**src/rtl/float_to_fix_pipe_if.sv**
```systemverilog
// Stream bundle for the float-to-fixed converter: input word side and result side.
// The bench drives through "master"; the converter attaches through "slave".
interface float_to_fix_pipe_if #(
    parameter int INT_WIDTH   = 12,
    parameter int FRACT_WIDTH = 4,
    parameter int TAG_WIDTH   = 2
);
    localparam int W = INT_WIDTH + FRACT_WIDTH;

    logic                 in_valid;
    logic                 in_ready;
    logic [31:0]          in_data;
    logic [TAG_WIDTH-1:0] in_tag;
    logic                 in_round;

    logic                 out_valid;
    logic                 out_ready;
    logic [W-1:0]         out_data;
    logic [TAG_WIDTH-1:0] out_tag;
    logic                 out_ovf;
    logic                 out_nan;
    logic                 out_inexact;

    modport master (
        output in_valid, in_data, in_tag, in_round, out_ready,
        input  in_ready, out_valid, out_data, out_tag, out_ovf, out_nan, out_inexact
    );

    modport slave (
        input  in_valid, in_data, in_tag, in_round, out_ready,
        output in_ready, out_valid, out_data, out_tag, out_ovf, out_nan, out_inexact
    );
endinterface

```
**src/rtl/float_to_fix_pipe.sv**
```systemverilog
// Three-stage signed IEEE-754 single to two's-complement fixed-point converter
// (unpack/classify, align, round/saturate/negate) with a stall-all valid/ready stream.
module float_to_fix_pipe #(
    parameter int INT_WIDTH   = 12,
    parameter int FRACT_WIDTH = 4,
    parameter int TAG_WIDTH   = 2
) (
    input  logic               clk,
    input  logic               rst,
    float_to_fix_pipe_if.slave bus
);
    localparam int W = INT_WIDTH + FRACT_WIDTH;

    localparam logic [W:0]   POS_LIM = {2'b00, {(W-1){1'b1}}};
    localparam logic [W:0]   NEG_LIM = {2'b01, {(W-1){1'b0}}};
    localparam logic [W-1:0] MAX_OUT = {1'b0, {(W-1){1'b1}}};
    localparam logic [W-1:0] MIN_OUT = {1'b1, {(W-1){1'b0}}};

    typedef enum logic [1:0] {
        CLS_NORM = 2'd0,
        CLS_ZERO = 2'd1,
        CLS_NAN  = 2'd2,
        CLS_SAT  = 2'd3
    } cls_e;

    // OR of the lowest n mantissa bits: the part that falls below the output LSB.
    function automatic logic lost_bits(input logic [22:0] mant, input int n);
        logic acc;
        acc = 1'b0;
        for (int i = 0; i < 23; i++) begin
            if (i < n) begin
                acc = acc | mant[i];
            end else begin
                acc = acc;
            end
        end
        return acc;
    endfunction

    logic                 adv_s;

    logic [7:0]           exp_s;
    logic [22:0]          mant_s;
    logic signed [9:0]    e_s;
    cls_e                 cls_s;
    logic                 pre_inx_s;

    logic                 v1_r;
    logic                 sign1_r;
    logic                 round1_r;
    logic                 pre_inx1_r;
    logic [TAG_WIDTH-1:0] tag1_r;
    cls_e                 cls1_r;
    logic signed [9:0]    e1_r;
    logic [23:0]          sig1_r;

    int                   sh_s;
    int                   rsh_s;
    logic [63:0]          ext_s;
    logic [63:0]          shifted_s;
    logic [W-1:0]         mag_s;
    logic                 guard_s;
    logic                 sticky_s;

    logic                 v2_r;
    logic                 sign2_r;
    logic                 round2_r;
    logic                 pre_inx2_r;
    logic [TAG_WIDTH-1:0] tag2_r;
    cls_e                 cls2_r;
    logic [W-1:0]         mag2_r;
    logic                 guard2_r;
    logic                 sticky2_r;

    logic                 inc_s;
    logic [W:0]           mag_rnd_s;
    logic [W:0]           neg_s;
    logic [W-1:0]         data_s;
    logic                 ovf_s;
    logic                 nan_s;
    logic                 inx_s;

    logic                 out_valid_r;
    logic [W-1:0]         out_data_r;
    logic [TAG_WIDTH-1:0] out_tag_r;
    logic                 out_ovf_r;
    logic                 out_nan_r;
    logic                 out_inexact_r;

    logic                 unused_s;

    assign adv_s        = !out_valid_r || bus.out_ready;
    assign bus.in_ready = adv_s;

    assign exp_s  = bus.in_data[30:23];
    assign mant_s = bus.in_data[22:0];
    assign e_s    = $signed({2'b00, exp_s}) - 10'sd127;

    // S1 classification of the incoming word.
    always_comb begin
        cls_s     = CLS_NORM;
        pre_inx_s = 1'b0;
        if (exp_s == 8'd0) begin
            cls_s     = CLS_ZERO;
            pre_inx_s = |mant_s;
        end else if (exp_s == 8'hFF) begin
            if (mant_s != 23'd0) begin
                cls_s = CLS_NAN;
            end else begin
                cls_s = CLS_SAT;
            end
        end else if (int'(e_s) >= INT_WIDTH) begin
            cls_s     = CLS_SAT;
            pre_inx_s = lost_bits(mant_s, 32'sd23 - FRACT_WIDTH - int'(e_s));
        end else begin
            cls_s     = CLS_NORM;
            pre_inx_s = 1'b0;
        end
    end

    // S1 register: captures the word only on an input transfer.
    always_ff @(posedge clk) begin
        if (rst) begin
            v1_r       <= 1'b0;
            sign1_r    <= 1'b0;
            round1_r   <= 1'b0;
            pre_inx1_r <= 1'b0;
            tag1_r     <= {TAG_WIDTH{1'b0}};
            cls1_r     <= CLS_NORM;
            e1_r       <= 10'sd0;
            sig1_r     <= 24'd0;
        end else if (adv_s) begin
            v1_r <= bus.in_valid;
            if (bus.in_valid) begin
                sign1_r    <= bus.in_data[31];
                round1_r   <= bus.in_round;
                pre_inx1_r <= pre_inx_s;
                tag1_r     <= bus.in_tag;
                cls1_r     <= cls_s;
                e1_r       <= e_s;
                sig1_r     <= {1'b1, mant_s};
            end
        end
    end

    // S2 alignment; significand sits at bit 32 so bits 31 and below are guard/sticky.
    always_comb begin
        sh_s      = int'(e1_r) - 32'sd23 + FRACT_WIDTH;
        rsh_s     = -sh_s;
        ext_s     = {8'd0, sig1_r, 32'd0};
        shifted_s = 64'd0;
        if (sh_s >= 32'sd0) begin
            shifted_s = ext_s << sh_s[5:0];
        end else if (sh_s >= -32'sd24) begin
            shifted_s = ext_s >> rsh_s[5:0];
        end else begin
            shifted_s = 64'd0;
        end
        if (sh_s < -32'sd24) begin
            mag_s    = {W{1'b0}};
            guard_s  = 1'b0;
            sticky_s = 1'b1;
        end else begin
            mag_s    = shifted_s[32 +: W];
            guard_s  = shifted_s[31];
            sticky_s = |shifted_s[30:0];
        end
    end

    // S2 register.
    always_ff @(posedge clk) begin
        if (rst) begin
            v2_r       <= 1'b0;
            sign2_r    <= 1'b0;
            round2_r   <= 1'b0;
            pre_inx2_r <= 1'b0;
            tag2_r     <= {TAG_WIDTH{1'b0}};
            cls2_r     <= CLS_NORM;
            mag2_r     <= {W{1'b0}};
            guard2_r   <= 1'b0;
            sticky2_r  <= 1'b0;
        end else if (adv_s) begin
            v2_r       <= v1_r;
            sign2_r    <= sign1_r;
            round2_r   <= round1_r;
            pre_inx2_r <= pre_inx1_r;
            tag2_r     <= tag1_r;
            cls2_r     <= cls1_r;
            mag2_r     <= mag_s;
            guard2_r   <= guard_s;
            sticky2_r  <= sticky_s;
        end
    end

    assign inc_s     = round2_r && guard2_r && (sticky2_r || mag2_r[0]);
    assign mag_rnd_s = {1'b0, mag2_r} + {{W{1'b0}}, inc_s};
    assign neg_s     = ~mag_rnd_s + {{W{1'b0}}, 1'b1};

    // S3 rounding, saturation and sign application.
    always_comb begin
        data_s = {W{1'b0}};
        ovf_s  = 1'b0;
        nan_s  = 1'b0;
        inx_s  = 1'b0;
        case (cls2_r)
            CLS_NORM: begin
                inx_s = guard2_r || sticky2_r;
                if (!sign2_r && (mag_rnd_s > POS_LIM)) begin
                    data_s = MAX_OUT;
                    ovf_s  = 1'b1;
                end else if (sign2_r && (mag_rnd_s > NEG_LIM)) begin
                    data_s = MIN_OUT;
                    ovf_s  = 1'b1;
                end else if (sign2_r) begin
                    data_s = neg_s[W-1:0];
                end else begin
                    data_s = mag_rnd_s[W-1:0];
                end
            end
            CLS_ZERO: begin
                inx_s = pre_inx2_r;
            end
            CLS_NAN: begin
                nan_s = 1'b1;
            end
            CLS_SAT: begin
                data_s = sign2_r ? MIN_OUT : MAX_OUT;
                ovf_s  = 1'b1;
                inx_s  = pre_inx2_r;
            end
            default: begin
                data_s = {W{1'b0}};
                ovf_s  = 1'b0;
                nan_s  = 1'b0;
                inx_s  = 1'b0;
            end
        endcase
    end

    // S3 output register; bubbles leave zeroed data and flags behind.
    always_ff @(posedge clk) begin
        if (rst) begin
            out_valid_r   <= 1'b0;
            out_data_r    <= {W{1'b0}};
            out_tag_r     <= {TAG_WIDTH{1'b0}};
            out_ovf_r     <= 1'b0;
            out_nan_r     <= 1'b0;
            out_inexact_r <= 1'b0;
        end else if (adv_s) begin
            out_valid_r   <= v2_r;
            out_data_r    <= v2_r ? data_s : {W{1'b0}};
            out_tag_r     <= tag2_r;
            out_ovf_r     <= v2_r && ovf_s;
            out_nan_r     <= v2_r && nan_s;
            out_inexact_r <= v2_r && inx_s;
        end
    end

    assign bus.out_valid   = out_valid_r;
    assign bus.out_data    = out_data_r;
    assign bus.out_tag     = out_tag_r;
    assign bus.out_ovf     = out_ovf_r;
    assign bus.out_nan     = out_nan_r;
    assign bus.out_inexact = out_inexact_r;

    assign unused_s = ^{shifted_s, neg_s[W]};
endmodule

```
**src/flat_wrapper.sv**
```systemverilog
// flat-port wrapper written by rule: the top's interface ports become plain ports
module float_to_fix_pipe_flat 
#(
    parameter int INT_WIDTH   = 12,
    parameter int FRACT_WIDTH = 4,
    parameter int TAG_WIDTH   = 2
)
  (clk, rst, bus_in_valid, bus_in_data, bus_in_tag, bus_in_round, bus_out_ready, bus_in_ready, bus_out_valid, bus_out_data, bus_out_tag, bus_out_ovf, bus_out_nan, bus_out_inexact);
  float_to_fix_pipe_if #(.INT_WIDTH(INT_WIDTH), .FRACT_WIDTH(FRACT_WIDTH), .TAG_WIDTH(TAG_WIDTH)) bus_i ();
  input  logic clk;
  input  logic rst;
  input wire logic [$bits(bus_i.in_valid)-1:0] bus_in_valid;
  input wire logic [$bits(bus_i.in_data)-1:0] bus_in_data;
  input wire logic [$bits(bus_i.in_tag)-1:0] bus_in_tag;
  input wire logic [$bits(bus_i.in_round)-1:0] bus_in_round;
  input wire logic [$bits(bus_i.out_ready)-1:0] bus_out_ready;
  output wire logic [$bits(bus_i.in_ready)-1:0] bus_in_ready;
  output wire logic [$bits(bus_i.out_valid)-1:0] bus_out_valid;
  output wire logic [$bits(bus_i.out_data)-1:0] bus_out_data;
  output wire logic [$bits(bus_i.out_tag)-1:0] bus_out_tag;
  output wire logic [$bits(bus_i.out_ovf)-1:0] bus_out_ovf;
  output wire logic [$bits(bus_i.out_nan)-1:0] bus_out_nan;
  output wire logic [$bits(bus_i.out_inexact)-1:0] bus_out_inexact;
  assign bus_i.in_valid = bus_in_valid;
  assign bus_i.in_data = bus_in_data;
  assign bus_i.in_tag = bus_in_tag;
  assign bus_i.in_round = bus_in_round;
  assign bus_i.out_ready = bus_out_ready;
  assign bus_in_ready = bus_i.in_ready;
  assign bus_out_valid = bus_i.out_valid;
  assign bus_out_data = bus_i.out_data;
  assign bus_out_tag = bus_i.out_tag;
  assign bus_out_ovf = bus_i.out_ovf;
  assign bus_out_nan = bus_i.out_nan;
  assign bus_out_inexact = bus_i.out_inexact;
  float_to_fix_pipe #(.INT_WIDTH(INT_WIDTH), .FRACT_WIDTH(FRACT_WIDTH), .TAG_WIDTH(TAG_WIDTH)) u_core (.clk(clk), .rst(rst), .bus(bus_i));
endmodule
```
**config.mk**
```make
export PLATFORM = sky130hd
export DESIGN_NAME = float_to_fix_pipe_flat
export DESIGN_NICKNAME = d
export VERILOG_FILES = /design/src/rtl/float_to_fix_pipe_if.sv /design/src/rtl/float_to_fix_pipe.sv /design/src/flat_wrapper.sv
export SDC_FILE = /design/constraint.sdc
export NUM_CORES = 1
export LEC_CHECK = 0
export ABC_AREA = 1
export BUFFER_PORTS_ARGS = -buffer_cell sky130_fd_sc_hd__buf_2
export CAP_MARGIN = 20
export CORE_MARGIN = 5
export CORE_UTILIZATION = 55
export CTS_CLUSTER_DIAMETER = 80
export DETAILED_ROUTE_END_ITERATION = 6
export GPL_TIMING_DRIVEN = 0
export PLACE_DENSITY = 0.74
export SYNTH_ARGS = -nofsm -noshare
export SYNTH_HDL_FRONTEND = slang
export SYNTH_SLANG_ARGS = --single-unit
```
**constraint.sdc**
```tcl
create_clock -name clk -period 3.7 [get_ports clk]
set_input_delay 0.185 -clock clk [delete_from_list [all_inputs] [get_ports clk]]
set_output_delay 0.185 -clock clk [all_outputs]
set_load 0.01 [all_outputs]
```
==> flow_summary.yaml <==
route:
  viasPerCell: 5.70
  num_vias: 9023
  final_antenna_net_count: 0
  remaining_drc_errors: 0
  met2WireLength_mm: 10.8
  wl_per_cell_um: 15.8
  wl_mm: 25.1
  wl_met1_mm: 11.5
  highest_layer: "met4"
  dr.first_iter.drc_count: 957
  wl_met3_mm: 2.39
  first_pass_iters: 6
logic_synthesis:
  synth_edf_count: 0
  synth.avg_cell_area_um2: 5.74
  synth_ff_type: "dfxtp_1"
  ys_types: 52
  yosysWarnings: 0
  ys_seq_area_frac: 0.234
  syn_inst: 1326
  syn_area_um2: 7610
  syn_nets: 1385
  ys_async_sr_fraction: 0
  synth-seq-cells: 89
die:
  fp-row-count: 43
  start_util: 0.555
  die_area_um2: 16300
  core_area_um2: 13700
  fp.dieH_um: 128
  io_pins: 62
  die_w_um: 128
clocking:
  clk_path_buf_depth: 2
  post_cts_buffers: 0
  tritoncts: "yes"
  cts-root-buf: "clkbuf_16"
  cts.repair.resized: 0
  clk_pin_slew_worst_paths_ns: 0.07
  cts_buffers: 9
  insertion_delay_ns: 0.35
  clock-sinks: 89
  cts.htree.levels: 3
  cts.hold.buffers_added: 0
power_and_ir_drop:
  total_power_mw: 3.38
  p_leak_nw: 4.11
  peakVddDrop_mv: 0.204
  powerDensity_nw_per_um2: 399
timing:
  slew-limit-headroom: 0.513
  finalSetupViolCount: 0
  layout_setup_ws_ns: 0.620
  timing.final.crit_share: 0.832
  tightestPinTransition_ns: 0.730
  skew_ns: 0.00847
  slew_viol_final: 0
  max_freq_ghz: 0.325
  rsz0062_at_grt: "no"
  final.min_clock_period_ns: 3.08
  fin_tns_setup_ns: 0
  finalHoldViolCount: 0
placed_design:
  dpl.cell_count: 1566
  hpwlAfterDp_mm: 20.4
  place.gp.congestion: 1.01
  pre_cts_ws_ns: 0.721
  port_buffers: 60
grt:
  grt_pass1_vias: 7930
  grt_pass1_wl_mm: 40.4
  grt_max_degree: 18
  grt_usage: 0.308
  antenna_found_initial: 0
  gr-total-overflow: 0
min_path:
  worst_hold_path_type: "input pin to flop"
setup_path:
  crit_type: "flop to flop"
  critical_path_required_ns: 3.92
  cp_max_fo: 10
  end_kind: "flop"
  r2r_setup_slack_ns: 0.62
  cp-start-kind: "flop"
  cp.arrival_ns: 3.30
layout:
  final_cell_mix: "nand2_1, nor2_1, o21ai_0"
  final_common_cell: "nand2_1"
  instances_no_fill: 1582
  fillers: 1458
  diodes: 0
  layout.nets: 1456
  syn2layout_area_growth_pct: 11.3
  drive_above_1_share: 0.0970
outcome:
  outcome: "finished clean"
run:
  maxCapViolations: 0
[report_power, final]
part | leakage (nW) | switching, mW | internal [mW]
clock | 0.161 | 0.428 | 0.606
combinational | 3.22 | 0.892 | 0.394
sequential | 0.730 | 0.0494 | 1.01
total | 4.11 | 1.37 | 2.01
[worst paths after layout]
check	cells past startpoint	startpoint	to
setup reg to reg	17	u_core.mag2_r[0]	u_core.bus.out_data[15]
hold / removal	3	bus_in_data[31]	u_core.sign1_r
hold reg to reg	2	u_core.bus.out_data[10]	u_core.bus.out_data[10]
setup / recovery	17	u_core.mag2_r[0]	u_core.bus.out_data[15]
[worst max-delay path, stage by stage, from the launching register on]
cell and delay (ns):
dfxtp_1 0.36, o211a_1 0.17, ha_1 0.20, ha_1 0.31, nand2_1 0.12, nor2_2 0.24, nand2_1 0.12, xor2_1 0.23
nand2_1 0.08, inv_1 0.14, nand3b_4 0.12, o21ai_4 0.30, buf_6 0.19, nand3_1 0.11, nand3_1 0.10, nand2_1 0.05
nand2_1 0.06, a21oi_1 0.06
[kinds of logic after synthesis]
family                     Yosys count  share of synthesized area
xor gates and xnor gates            24                     0.0330
and+or+nand+nor                    764                      0.423
muxes                                1                    0.00131
DFF                                 89                      0.234
AOI/OAI and AO/OA                  258                      0.187
adders and majority gates           20                     0.0329
buffers and inverters              170                     0.0889
[Yosys cell counts (6+ instances only)]
| cell type | number | area [um2] |
|---|---|---|
| a21oi_1 | 88 | 440 |
| xor2_1 | 14 | 123 |
| nor3_1 | 11 | 55.1 |
| dfxtp_1 | 89 | 1780 |
| nand3b_1 | 6 | 45.0 |
| clkbuf_1 | 45 | 169 |
| inv_1 | 98 | 368 |
| or2_2 | 6 | 37.5 |
| nand4_1 | 10 | 62.6 |
| a31oi_1 | 12 | 75.1 |
| xnor2_1 | 6 | 52.6 |
| buf_2 | 16 | 80.1 |
| nor2_1 | 128 | 480 |
| ha_1 | 20 | 250 |
| nand3_1 | 112 | 561 |
| o21ai_0 | 124 | 621 |
| nand2_1 | 462 | 1730 |
| a211oi_1 | 9 | 67.6 |
| nand2_2 | 7 | 43.8 |
[final cells by class]
class	count	area [um2]	share of cell area
clock inverters	7	113	0.0133
inverters	104	390	0.0461
flip-flops and latches	89	1780	0.210
clock buffers	9	225	0.0266
multi-input cells	1067	5150	0.608
repair buffers	60	300	0.0354
plain buffers	66	287	0.0338
well taps	180	225	0.0266
[layer usage]
metal / vias to the layer above / global-route usage
li1: 4480 / -
met1: 4121 / 0.449
met2: 387 / 0.471
met3: 35 / 0.0563
met4: 0 / 0.0762
met5: - / 0
[state kept, by name, summed over array words and instances (netlist names), 9 cells and up]
register / count
u_core.bus.out_data: 16
u_core.e1_r: 9
u_core.mag2_r: 16
u_core.sig1_r: 24
[per-stage QoR]
step	hold WS, ns	instance area (um2)	util
detailed placement	0.449	8140	0.593
floorplan	0.334	7610	-
CTS	0.0842	8480	0.618
global placement	0.440	8140	0.593
finish	0.0854	8480	0.618
global route	0.107	8480	0.618
Power figures use the tool's default switching activity.
